## src/rtl/linear_layer_engine_pkg.sv

```systemverilog
// Shared types and helpers for the linear layer engine: FSM states,
// default geometry and the saturation limits used by requantisation.
package linear_layer_pkg;

  typedef enum logic [1:0] {IDLE, COMPUTE, DONE} state_e;

  localparam int DEF_N   = 4;
  localparam int DEF_M   = 4;
  localparam int DEF_MUL = 4;
  localparam int CHUNKS  = DEF_N / DEF_MUL;
  localparam int C       = DEF_M * CHUNKS;

  function automatic int clog2_min1(input int v);
    return (v > 1) ? $clog2(v) : 1;
  endfunction

  function automatic longint sat_hi(input int prec);
    return (longint'(1) << (prec - 1)) - 1;
  endfunction

  function automatic longint sat_lo(input int prec);
    return -(longint'(1) << (prec - 1));
  endfunction

endpackage

```

## src/rtl/linear_layer_engine_if.sv

```systemverilog
// Handshake bundle of the linear layer: feature input, result output and
// the weight/bias write port. The engine sits on the slave side.
interface linear_layer_if #(
  parameter int PRECISION      = 8,
  parameter int BIAS_PRECISION = 32,
  parameter int NUM_FEATURES   = 2,
  parameter int N              = 4,
  parameter int M              = 4
);
  localparam int RW = (M > 1) ? $clog2(M) : 1;
  localparam int CW = (N > 1) ? $clog2(N) : 1;

  logic                                         in_valid;
  logic                                         in_ready;
  logic [NUM_FEATURES-1:0][N-1:0][PRECISION-1:0] features;
  logic                                         relu_en;
  logic                                         out_valid;
  logic                                         out_ready;
  logic [NUM_FEATURES-1:0][M-1:0][PRECISION-1:0] out;
  logic                                         wr_valid;
  logic                                         wr_ready;
  logic                                         wr_is_bias;
  logic [RW-1:0]                                wr_row;
  logic [CW-1:0]                                wr_col;
  logic [BIAS_PRECISION-1:0]                    wr_data;

  modport master (
    output in_valid, features, relu_en, out_ready,
    output wr_valid, wr_is_bias, wr_row, wr_col, wr_data,
    input  in_ready, out_valid, out, wr_ready
  );

  modport slave (
    input  in_valid, features, relu_en, out_ready,
    input  wr_valid, wr_is_bias, wr_row, wr_col, wr_data,
    output in_ready, out_valid, out, wr_ready
  );
endinterface

```

## src/rtl/linear_layer_engine_requant.sv

```systemverilog
// Combinational requantiser: floor shift, optional ReLU, saturation to the
// signed output width.
module linear_requant
  import linear_layer_pkg::*;
#(
  parameter int PRECISION      = 8,
  parameter int BIAS_PRECISION = 32,
  parameter int OUT_SHIFT      = 0
) (
  input  logic signed [BIAS_PRECISION-1:0] acc_i,
  input  logic                             relu_en_i,
  output logic signed [PRECISION-1:0]      res_o
);
  localparam logic signed [BIAS_PRECISION-1:0] HI = BIAS_PRECISION'(sat_hi(PRECISION));
  localparam logic signed [BIAS_PRECISION-1:0] LO = BIAS_PRECISION'(sat_lo(PRECISION));

  logic signed [BIAS_PRECISION-1:0] v;

  always_comb begin
    v = acc_i >>> OUT_SHIFT;
    if (relu_en_i && (v < 0)) v = '0;
    if (v > HI)      res_o = HI[PRECISION-1:0];
    else if (v < LO) res_o = LO[PRECISION-1:0];
    else             res_o = v[PRECISION-1:0];
  end
endmodule

```

## src/rtl/linear_layer_engine.sv

```systemverilog
// Time-multiplexed linear layer: M rows x N/MUL_PER_FEATURE chunks per input,
// result held in DONE until out_ready; weights live in flops for parallel reads.
module linear_layer_engine
  import linear_layer_pkg::*;
#(
  parameter int PRECISION       = 8,
  parameter int BIAS_PRECISION  = 32,
  parameter int NUM_FEATURES    = 2,
  parameter int MUL_PER_FEATURE = 4,
  parameter int N               = 4,
  parameter int M               = 4,
  parameter int OUT_SHIFT       = 0
) (
  input logic           clk,
  input logic           rst,
  input logic           ce,
  linear_layer_if.slave bus
);
  localparam int NCHUNK = N / MUL_PER_FEATURE;
  localparam int RW     = clog2_min1(M);
  localparam int KW     = clog2_min1(NCHUNK);
  localparam int IW     = clog2_min1(N);

  if (N % MUL_PER_FEATURE != 0) begin : g_bad_mul
    $error("MUL_PER_FEATURE must divide N");
  end

  state_e                                       state_q, state_d;
  logic [RW-1:0]                                row_q, row_d;
  logic [KW-1:0]                                chunk_q, chunk_d;
  logic                                         in_fire, wr_fire, step, last_chunk;
  logic [NUM_FEATURES-1:0][N-1:0][PRECISION-1:0] feat_q;
  logic                                         relu_q;
  logic signed [PRECISION-1:0]                  w_q   [M][N];
  logic signed [BIAS_PRECISION-1:0]             b_q   [M];
  logic signed [BIAS_PRECISION-1:0]             acc_q [NUM_FEATURES];
  logic signed [BIAS_PRECISION-1:0]             sum_d [NUM_FEATURES];
  logic signed [PRECISION-1:0]                  req_d [NUM_FEATURES];
  logic [NUM_FEATURES-1:0][M-1:0][PRECISION-1:0] out_q;

  function automatic logic signed [2*PRECISION-1:0] smul(input logic signed [PRECISION-1:0] a,
                                                         input logic signed [PRECISION-1:0] b);
    return a * b;
  endfunction

  function automatic logic [IW-1:0] col_of(input logic [KW-1:0] k, input int j);
    return IW'(int'(k) * MUL_PER_FEATURE + j);
  endfunction

  assign bus.in_ready  = (state_q == IDLE) && ce && !rst;
  assign bus.wr_ready  = (state_q == IDLE) && ce && !rst;
  assign bus.out_valid = (state_q == DONE) && !rst;
  assign bus.out       = out_q;
  assign in_fire       = bus.in_valid && bus.in_ready;
  assign wr_fire       = bus.wr_valid && bus.wr_ready;
  assign last_chunk    = (chunk_q == KW'(NCHUNK - 1));

  always_comb begin
    state_d = state_q;
    row_d   = row_q;
    chunk_d = chunk_q;
    step    = 1'b0;
    unique case (state_q)
      IDLE: if (in_fire) begin
        state_d = COMPUTE;
        row_d   = '0;
        chunk_d = '0;
      end
      COMPUTE: if (ce) begin
        step = 1'b1;
        if (last_chunk) begin
          chunk_d = '0;
          if (row_q == RW'(M - 1)) state_d = DONE;
          else                     row_d   = row_q + 1'b1;
        end else begin
          chunk_d = chunk_q + 1'b1;
        end
      end
      DONE: if (bus.out_ready && ce) state_d = IDLE;
      default: state_d = IDLE;
    endcase
  end

  always_ff @(posedge clk) begin
    if (rst) begin
      state_q <= IDLE;
      row_q   <= '0;
      chunk_q <= '0;
    end else if (ce) begin
      state_q <= state_d;
      row_q   <= row_d;
      chunk_q <= chunk_d;
    end
  end

  // First chunk of a row seeds from the bias instead of the running sum.
  always_comb begin
    for (int f = 0; f < NUM_FEATURES; f++) begin
      logic signed [BIAS_PRECISION-1:0] s;
      s = (chunk_q == '0) ? b_q[row_q] : acc_q[f];
      for (int j = 0; j < MUL_PER_FEATURE; j++) begin
        s = s + BIAS_PRECISION'(smul(feat_q[f][col_of(chunk_q, j)],
                                     w_q[row_q][col_of(chunk_q, j)]));
      end
      sum_d[f] = s;
    end
  end

  for (genvar g = 0; g < NUM_FEATURES; g++) begin : g_rq
    linear_requant #(
      .PRECISION     (PRECISION),
      .BIAS_PRECISION(BIAS_PRECISION),
      .OUT_SHIFT     (OUT_SHIFT)
    ) u_rq (
      .acc_i    (sum_d[g]),
      .relu_en_i(relu_q),
      .res_o    (req_d[g])
    );
  end

  always_ff @(posedge clk) begin
    if (rst) begin
      for (int m = 0; m < M; m++) begin
        b_q[m] <= '0;
        for (int n = 0; n < N; n++) w_q[m][n] <= '0;
      end
      for (int f = 0; f < NUM_FEATURES; f++) acc_q[f] <= '0;
      feat_q <= '0;
      relu_q <= 1'b0;
      out_q  <= '0;
    end else begin
      if (wr_fire && (int'(bus.wr_row) < M)) begin
        if (bus.wr_is_bias)            b_q[bus.wr_row]             <= bus.wr_data;
        else if (int'(bus.wr_col) < N) w_q[bus.wr_row][bus.wr_col] <= bus.wr_data[PRECISION-1:0];
      end
      if (in_fire) begin
        feat_q <= bus.features;
        relu_q <= bus.relu_en;
      end
      if (step) begin
        for (int f = 0; f < NUM_FEATURES; f++) begin
          acc_q[f] <= sum_d[f];
          if (last_chunk) out_q[f][row_q] <= req_d[f];
        end
      end
    end
  end
endmodule

```

## src/flat_wrapper.sv

```systemverilog
// flat-port wrapper written by rule: the top's interface ports become plain ports
module linear_layer_engine_flat import linear_layer_pkg::*;
#(
  parameter int PRECISION       = 8,
  parameter int BIAS_PRECISION  = 32,
  parameter int NUM_FEATURES    = 2,
  parameter int MUL_PER_FEATURE = 4,
  parameter int N               = 4,
  parameter int M               = 4,
  parameter int OUT_SHIFT       = 0
)
  (clk, rst, ce, bus_in_valid, bus_features, bus_relu_en, bus_out_ready, bus_wr_valid, bus_wr_is_bias, bus_wr_row, bus_wr_col, bus_wr_data, bus_in_ready, bus_out_valid, bus_out, bus_wr_ready);
  linear_layer_if #(.PRECISION(PRECISION), .BIAS_PRECISION(BIAS_PRECISION), .NUM_FEATURES(NUM_FEATURES), .N(N), .M(M)) bus_i ();
  input logic clk;
  input logic rst;
  input logic ce;
  input wire logic [$bits(bus_i.in_valid)-1:0] bus_in_valid;
  input wire logic [$bits(bus_i.features)-1:0] bus_features;
  input wire logic [$bits(bus_i.relu_en)-1:0] bus_relu_en;
  input wire logic [$bits(bus_i.out_ready)-1:0] bus_out_ready;
  input wire logic [$bits(bus_i.wr_valid)-1:0] bus_wr_valid;
  input wire logic [$bits(bus_i.wr_is_bias)-1:0] bus_wr_is_bias;
  input wire logic [$bits(bus_i.wr_row)-1:0] bus_wr_row;
  input wire logic [$bits(bus_i.wr_col)-1:0] bus_wr_col;
  input wire logic [$bits(bus_i.wr_data)-1:0] bus_wr_data;
  output wire logic [$bits(bus_i.in_ready)-1:0] bus_in_ready;
  output wire logic [$bits(bus_i.out_valid)-1:0] bus_out_valid;
  output wire logic [$bits(bus_i.out)-1:0] bus_out;
  output wire logic [$bits(bus_i.wr_ready)-1:0] bus_wr_ready;
  assign bus_i.in_valid = bus_in_valid;
  assign bus_i.features = bus_features;
  assign bus_i.relu_en = bus_relu_en;
  assign bus_i.out_ready = bus_out_ready;
  assign bus_i.wr_valid = bus_wr_valid;
  assign bus_i.wr_is_bias = bus_wr_is_bias;
  assign bus_i.wr_row = bus_wr_row;
  assign bus_i.wr_col = bus_wr_col;
  assign bus_i.wr_data = bus_wr_data;
  assign bus_in_ready = bus_i.in_ready;
  assign bus_out_valid = bus_i.out_valid;
  assign bus_out = bus_i.out;
  assign bus_wr_ready = bus_i.wr_ready;
  linear_layer_engine #(.PRECISION(PRECISION), .BIAS_PRECISION(BIAS_PRECISION), .NUM_FEATURES(NUM_FEATURES), .MUL_PER_FEATURE(MUL_PER_FEATURE), .N(N), .M(M), .OUT_SHIFT(OUT_SHIFT)) u_core (.clk(clk), .rst(rst), .ce(ce), .bus(bus_i));
endmodule
```

## config.mk

```make
export PLATFORM = sky130hd
export DESIGN_NAME = linear_layer_engine_flat
export DESIGN_NICKNAME = d
export VERILOG_FILES = /design/src/rtl/linear_layer_engine_pkg.sv /design/src/rtl/linear_layer_engine_if.sv /design/src/rtl/linear_layer_engine_requant.sv /design/src/rtl/linear_layer_engine.sv /design/src/flat_wrapper.sv
export SDC_FILE = /design/constraint.sdc
export NUM_CORES = 2
export LEC_CHECK = 0
export CAP_MARGIN = 10
export CORE_MARGIN = 5
export CORE_UTILIZATION = 35
export CTS_CLUSTER_SIZE = 25
export DETAILED_ROUTE_END_ITERATION = 16
export GPL_TIMING_DRIVEN = 0
export SETUP_SLACK_MARGIN = 0.2
export SLEW_MARGIN = 20
export SYNTH_ARGS = -nofsm -noshare
export SYNTH_HDL_FRONTEND = slang
export SYNTH_HIERARCHICAL = 1
export SYNTH_SLANG_ARGS = --single-unit
export TNS_END_PERCENT = 100
```

## constraint.sdc

```tcl
create_clock -name clk -period 16.3 [get_ports clk]
set_input_delay 4.075 -clock clk [delete_from_list [all_inputs] [get_ports clk]]
set_output_delay 4.075 -clock clk [all_outputs]
set_load 0.02 [all_outputs]
```

# Yosys cells after proc, flatten, opt, wreduce, memory -nomap -nowiden
# Memories as Yosys holds them, arrays and structs flattened. A register that Yosys moved wholly into a read port is not among the register bits.
# Cells that the tools add are included.
# classes
n_eq_ne	8
n_bitwise	7
mux	74
magnitude_cmp	16
addsub	13
mul	8
reduce_logical	19
# op_table
operator	count
$mux 32	10
$add 32x16->32	8
$bmux 8 s2	9
$mux 8	18
$mul 8x8->16	8
$bwmux 32	2
$gt 32x8->1 const B	2
$lt 32x1->1 const B	2
$lt 32x8->1 const B	2
$reduce_or 32->1	2
$demux 8 s2	2
$mux 2	13
$mux 1	17
$ge 3x3->1 const B	4
$lt 2x3->1 const B	4
$not 2->3	4
$logic_and 1x1->1	10
$reduce_and 5->1	2
$ne 2x2->1 const B	3
$pmux 2 s3	1
$add 1x1->2 const AB	2
$eq 2x2->1 const B	2
$ne 2x1->1 const B	2
$pmux 2 s2	1
14 further kinds	15
# word_totals
memories	3
output_inout_bits	67
mem_bits_rw	320
regBits	134
word_cells	168
# memory_table
name	depth	word_bits	rd	rd_ports_with_merged_regs	write_ports	line	rtl
u_core.b_q	4	32	1	1	4	linear_layer_engine.sv:35	logic signed [BIAS_PRECISION-1:0] b_q [M];
u_core.w_q	4	32	1	1	4	linear_layer_engine.sv:34	logic signed [PRECISION-1:0] w_q [M][N];
u_core.acc_q	2	32	2	0	2	linear_layer_engine.sv:36	logic signed [BIAS_PRECISION-1:0] acc_q [NUM_FEATURES];

# Depth between registers and ports, before layout
# depth
ltp_word	15
depth_mapped	38

# Cells and area by module
# Netlist, hierarchy kept.
# modules_own_cells
module	cells_each	area_each_um2	seq_area_each_um2	n_inst
linear_layer_engine	4360	46139.3	10390.0	1
linear_requant at u_core.g_rq[0].u_rq	44	250.2	0.0	1
linear_requant at u_core.g_rq[1].u_rq	33	229.0	0.0	1

# Worst setup path after synthesis
# OpenSTA, ideal clock, no wires.
# synth_timing
path_kind	register to register
startpoint	reg with a tool-made name
endpoint	reg u_core.out_q, in the netlist u_core/bus.out[32]
t_arrival_ns	10.333
synth_period_minus_slack_ns	10.403
stages_incl_launch_ff	37
slack_ns	5.897
required_time_ns	16.230
setup_ns	0.070
path_buffers	4
cell_sequence	dfxtp_1 -> clkbuf_1 -> buf_2 -> buf_2 -> mux4_2 -> clkbuf_1 -> nand2_1 -> inv_1 -> fa_1 -> inv_1 -> fa_1 -> inv_1 -> fa_1 -> inv_1 -> fa_1 -> fa_1 -> inv_1 -> fa_1 -> fa_1 -> inv_1 -> fa_1 -> inv_1 -> ha_1 -> a2111oi_0 -> o21a_1 -> nand4b_1 -> nand4_1 -> nand3_1 -> or3b_1 -> o41ai_2 -> xnor2_1 -> nand4_1 -> or4_4 -> nor4_4 -> o2bb2ai_1 -> nand2_1 -> a21oi_1
# synth_lines
item	line	rtl
to (signal, indexed assignment)	linear_layer_engine.sv:143	if (last_chunk) out_q[f][row_q] <= req_d[f];
to (decl)	linear_layer_engine.sv:39	logic [NUM_FEATURES-1:0][M-1:0][PRECISION-1:0] out_q;

==> results.sh <==
export IMPL_area_sequential_um2=10390
export IMPL_first_pass_grt_wire_length_um=203400
export IMPL_min_period_over_period=0.8168
export IMPL_initial_core_util=0.3506
export IMPL_max_root_sink_buffers=3
export IMPL_num_nets_final=5933
export IMPL_timing_worst_slew_pin_value_ns=1.198
export IMPL_path_max_fanout=19
export IMPL_cts_hold_buffers=0
export IMPL_synth_simple_gate_area_share=0.1344
export IMPL_routed_length_per_placed_instance_um=20.34
export IMPL_post_synth_num_cell_types=65
export IMPL_path_common_cell="fa_1"
export IMPL_rows=134
export IMPL_synth_area_um2=46620
export IMPL_clock_skew_final_ns=0.04668
export IMPL_grt_remaining_overflow=0
export IMPL_relSlewSlack=0.2012
export IMPL_comb_power_share=0.763
export IMPL_startpoint_type="register"
export IMPL_area_growth_synth_to_final_pct=12.02
export IMPL_first_iter_violations=1878
export IMPL_synth_area_in_compound_gates=0.03817
export IMPL_synth_yosys_warnings=6
export IMPL_top_level_pins=175
export IMPL_drt_pass1_iterations=5
export IMPL_worstSkewPairLatency_ns=0.64
export IMPL_grt_max_degree=33
export IMPL_hold_path_class="reg2reg"
export IMPL_ys_seq_area_frac=0.2229
export IMPL_internal_power_w=0.004262
export IMPL_drive_gt1_frac=0.04327
export IMPL_reg2reg_setup_slack_ns=2.99
export IMPL_vdd_ir_drop_max_v=0.0004486
export IMPL_critical_path_endpoint="u_core/bus.out[25]"
export IMPL_fmax_ghz=0.07511
export IMPL_htree_num_levels=2
export IMPL_dp_final_hpwl_um=111700
export IMPL_core_area_um2=133000
export IMPL_sw_frac_of_total=0.5389
export IMPL_synthXorXnorAreaFrac=0.01447
export IMPL_final_hold_violation_count=0
export IMPL_synthesis_area_per_instance_um2=10.51
export IMPL_power_per_cell_area_nw_per_um2=177.0
export IMPL_power_static_leakage_nw=23.68
export IMPL_cts_clk_slew_worst_paths_ns=0.06
export IMPL_crit_path_top_delay_cell="fa_1"
export IMPL_synth_async_sr_flop_share=0
export IMPL_cpPeakStageDelay_ns=0.90
export IMPL_top_routing_layer_in_use="met5"
export IMPL_grt_antenna_before_repair=8
export IMPL_seq_power_share=0.123
export IMPL_routed_via_density=4.726
export IMPL_synth_net_count=5715
export IMPL_grt_setup_unrepaired="no"
export IMPL_p_clk_frac=0.115
export IMPL_die_area_um2=140600
export IMPL_total_switching_power_w=0.004980
export IMPL_netlist_instances=4437
export IMPL_placed_cells=6376
export IMPL_max_cap_violations=0
export IMPL_cts_sinks=391
export IMPL_setup_violations_final=0
export IMPL_post_synth_fa_ha_maj_area_fraction=0.4615
export IMPL_run_status="finished, final reports clean"
export IMPL_tritoncts_num_buffers=45
export IMPL_die_w_um=375.0
export IMPL_io_buffers=165
export IMPL_min_from="u_core/bus.out[10]"
export IMPL_route_vias_total=30547
export IMPL_grt_use_total=0.1914
export IMPL_post_route_min_period_ns=13.31
export IMPL_post_cts_repair_setup_buffers=0
export IMPL_yosys_mux_area_fraction=0.03105
export IMPL_synthFlopType="edfxtp_1"
export IMPL_die_height_um=375.0
export IMPL_synth_top_family_by_area="adder cells"
export IMPL_total_of_cells_resized_after_clock_tree_synthesis=0
export IMPL_clock_root_buffer="clkbuf_16"
export IMPL_met2_length_um=63510
export IMPL_report_final_slew_viol_count=0
export IMPL_cp_end_kind="register"
export IMPL_timing_critical_path_arrival_ns=13.84
export IMPL_ant_nets=0
export IMPL_critical_path_reg2reg_endpoint="u_core/bus.out[25]"
export IMPL_final_cell_count_no_fill=6463
export IMPL_synth_seq_cells=391
export IMPL_crit_required_ns=16.83
export IMPL_met3WireLength_um=6830
export IMPL_synth_edf_count=256
export IMPL_routability_cong=0.9382
export IMPL_first_global_vias=32914
export IMPL_layout_filler_cells=13046
export IMPL_multi_input_gate_area_in_the_final_layout_um2=31720
export IMPL_postRouteWirelength_um=131400
export IMPL_critPathKind="reg2reg"
export IMPL_remaining_drcs=0
export IMPL_r2r_worst_path_cells=35
export IMPL_fin_setup_tns_ns=0
export IMPL_cts_tree="yes"
export IMPL_routedLengthMet1_um=55740
==> worst min path at each step <==
stage	end	cells after the start	slack [ns]
finish	u_core/bus.out[10]	2	0.45
global route	u_core/bus.out[36]	2	0.47
CTS	u_core/bus.out[15]	2	0.45
detailed placement	u_core/bus.out[15]	2	0.45
global placement	u_core/bus.out[10]	2	0.44
floorplan	u_core/state_q[1]	2	0.48
==> metal layers <==
layer | GRT usage | vias to the layer above
li1 | - | 13843
met1 | 0.2549 | 15798
met2 | 0.3221 | 749
met3 | 0.02461 | 151
met4 | 0.06768 | 6
met5 | 0 | -
==> worst max-delay path: cells and delay by family, from the launching register on <==
kind / cells / cell delay (ns)
compound gates: 9 / 2.96
flops: 1 / 0.51
fa+ha+maj: 9 / 4.78
xor+xnor: 1 / 0.27
simple gates: 5 / 1.43
buf+inv: 10 / 2.50
mux: 1 / 0.75
==> area by class of cell <==
type                    count  area share
diodes                      3   0.0001438
plain buffers             156     0.01148
clock buffers              65     0.02492
clock inverters            19    0.004768
inverters                1051     0.07554
multi-input cells        2839      0.6074
flip-flops and latches    391      0.1990
well taps                1768     0.04236
repair buffers            171     0.03448
==> power by group through the flow <==
stage,Sequential [W],Combinational [W],Clock (W)
after detailed placement,0.00115,0.00695,0
after global placement,0.00115,0.00689,0
after global routing,0.00114,0.00781,0.00112
after CTS,0.00113,0.00700,0.00109
after floorplan,0.00116,0.00487,0
final,0.00113,0.00705,0.00106
==> synthesized netlist by cell type, drive strengths merged (61+ instances only) <==
master	n	area share
nand2	491	0.040
ha	254	0.068
edfxtp	256	0.16
mux4	61	0.029
and2	513	0.069
inv	1051	0.085
fa	916	0.39
dfxtp	135	0.058
clkbuf	119	0.0096
nor2	73	0.0059
a21oi	183	0.020
xnor2	63	0.012
==> flip-flops by register name (all words and copies together) (netlist names), named ones only <==
| name | flops |
|---|---|
| u_core/b_q | 128 |
| u_core/w_q | 128 |
| u_core/bus.out | 64 |
| u_core/relu_q | 1 |
| u_core/feat_q | 64 |
| u_core/row_q | 2 |
| u_core/state_q | 2 |
==> kinds of logic after synthesis <==
logic type	Yosys count
mux	68
buf+inv	1207
simple gates	1226
fa+ha+maj	1170
flops	391
compound gates	298
xor+xnor	77
==> placed cells by master, fill, tap and decap left out, drive strengths merged, types with 5 or more instances in the layout <==
| cell type | n |
|---|---|
| nand4 | 17 |
| or2 | 32 |
| clkinv | 13 |
| a21oi | 183 |
| buf | 43 |
| inv | 1052 |
| o22ai | 7 |
| and2 | 513 |
| nand3 | 10 |
| a21o | 23 |
| a31oi | 6 |
| xor2 | 14 |
| nor3 | 23 |
| nand2b | 18 |
| dfxtp | 135 |
| a211oi | 6 |
| fa | 916 |
| o21a | 5 |
| nand3b | 6 |
| o2bb2ai | 7 |
| nor2b | 5 |
| xnor2 | 63 |
| nor2 | 73 |
| clkbuf | 184 |
| o21bai | 13 |
| clkdlybuf4s50 | 165 |
| nand2 | 491 |
| nor4 | 21 |
| o21ai | 22 |
| edfxtp | 256 |
| ha | 254 |
| mux4 | 61 |
==> through the flow <==
stage / hold WS [ns] / cell area, um2 / utilization / setup WS (ns) / total power (W)
6_report: 0.4540 / 52220 / 0.3928 / 2.987 / 0.009242
4_1_cts: 0.4546 / 52210 / 0.3927 / 2.933 / 0.009225
3_5_place_dp: 0.4459 / 50660 / 0.3810 / 2.993 / 0.008103
3_3_place_gp: 0.4430 / 50480 / 0.3797 / 2.730 / 0.008041
2_1_floorplan: 0.4754 / 46620 / - / 5.897 / 0.006032
5_1_grt: 0.4735 / 52220 / 0.3928 / 2.388 / 0.01007
(Power assumes the default switching activity.)
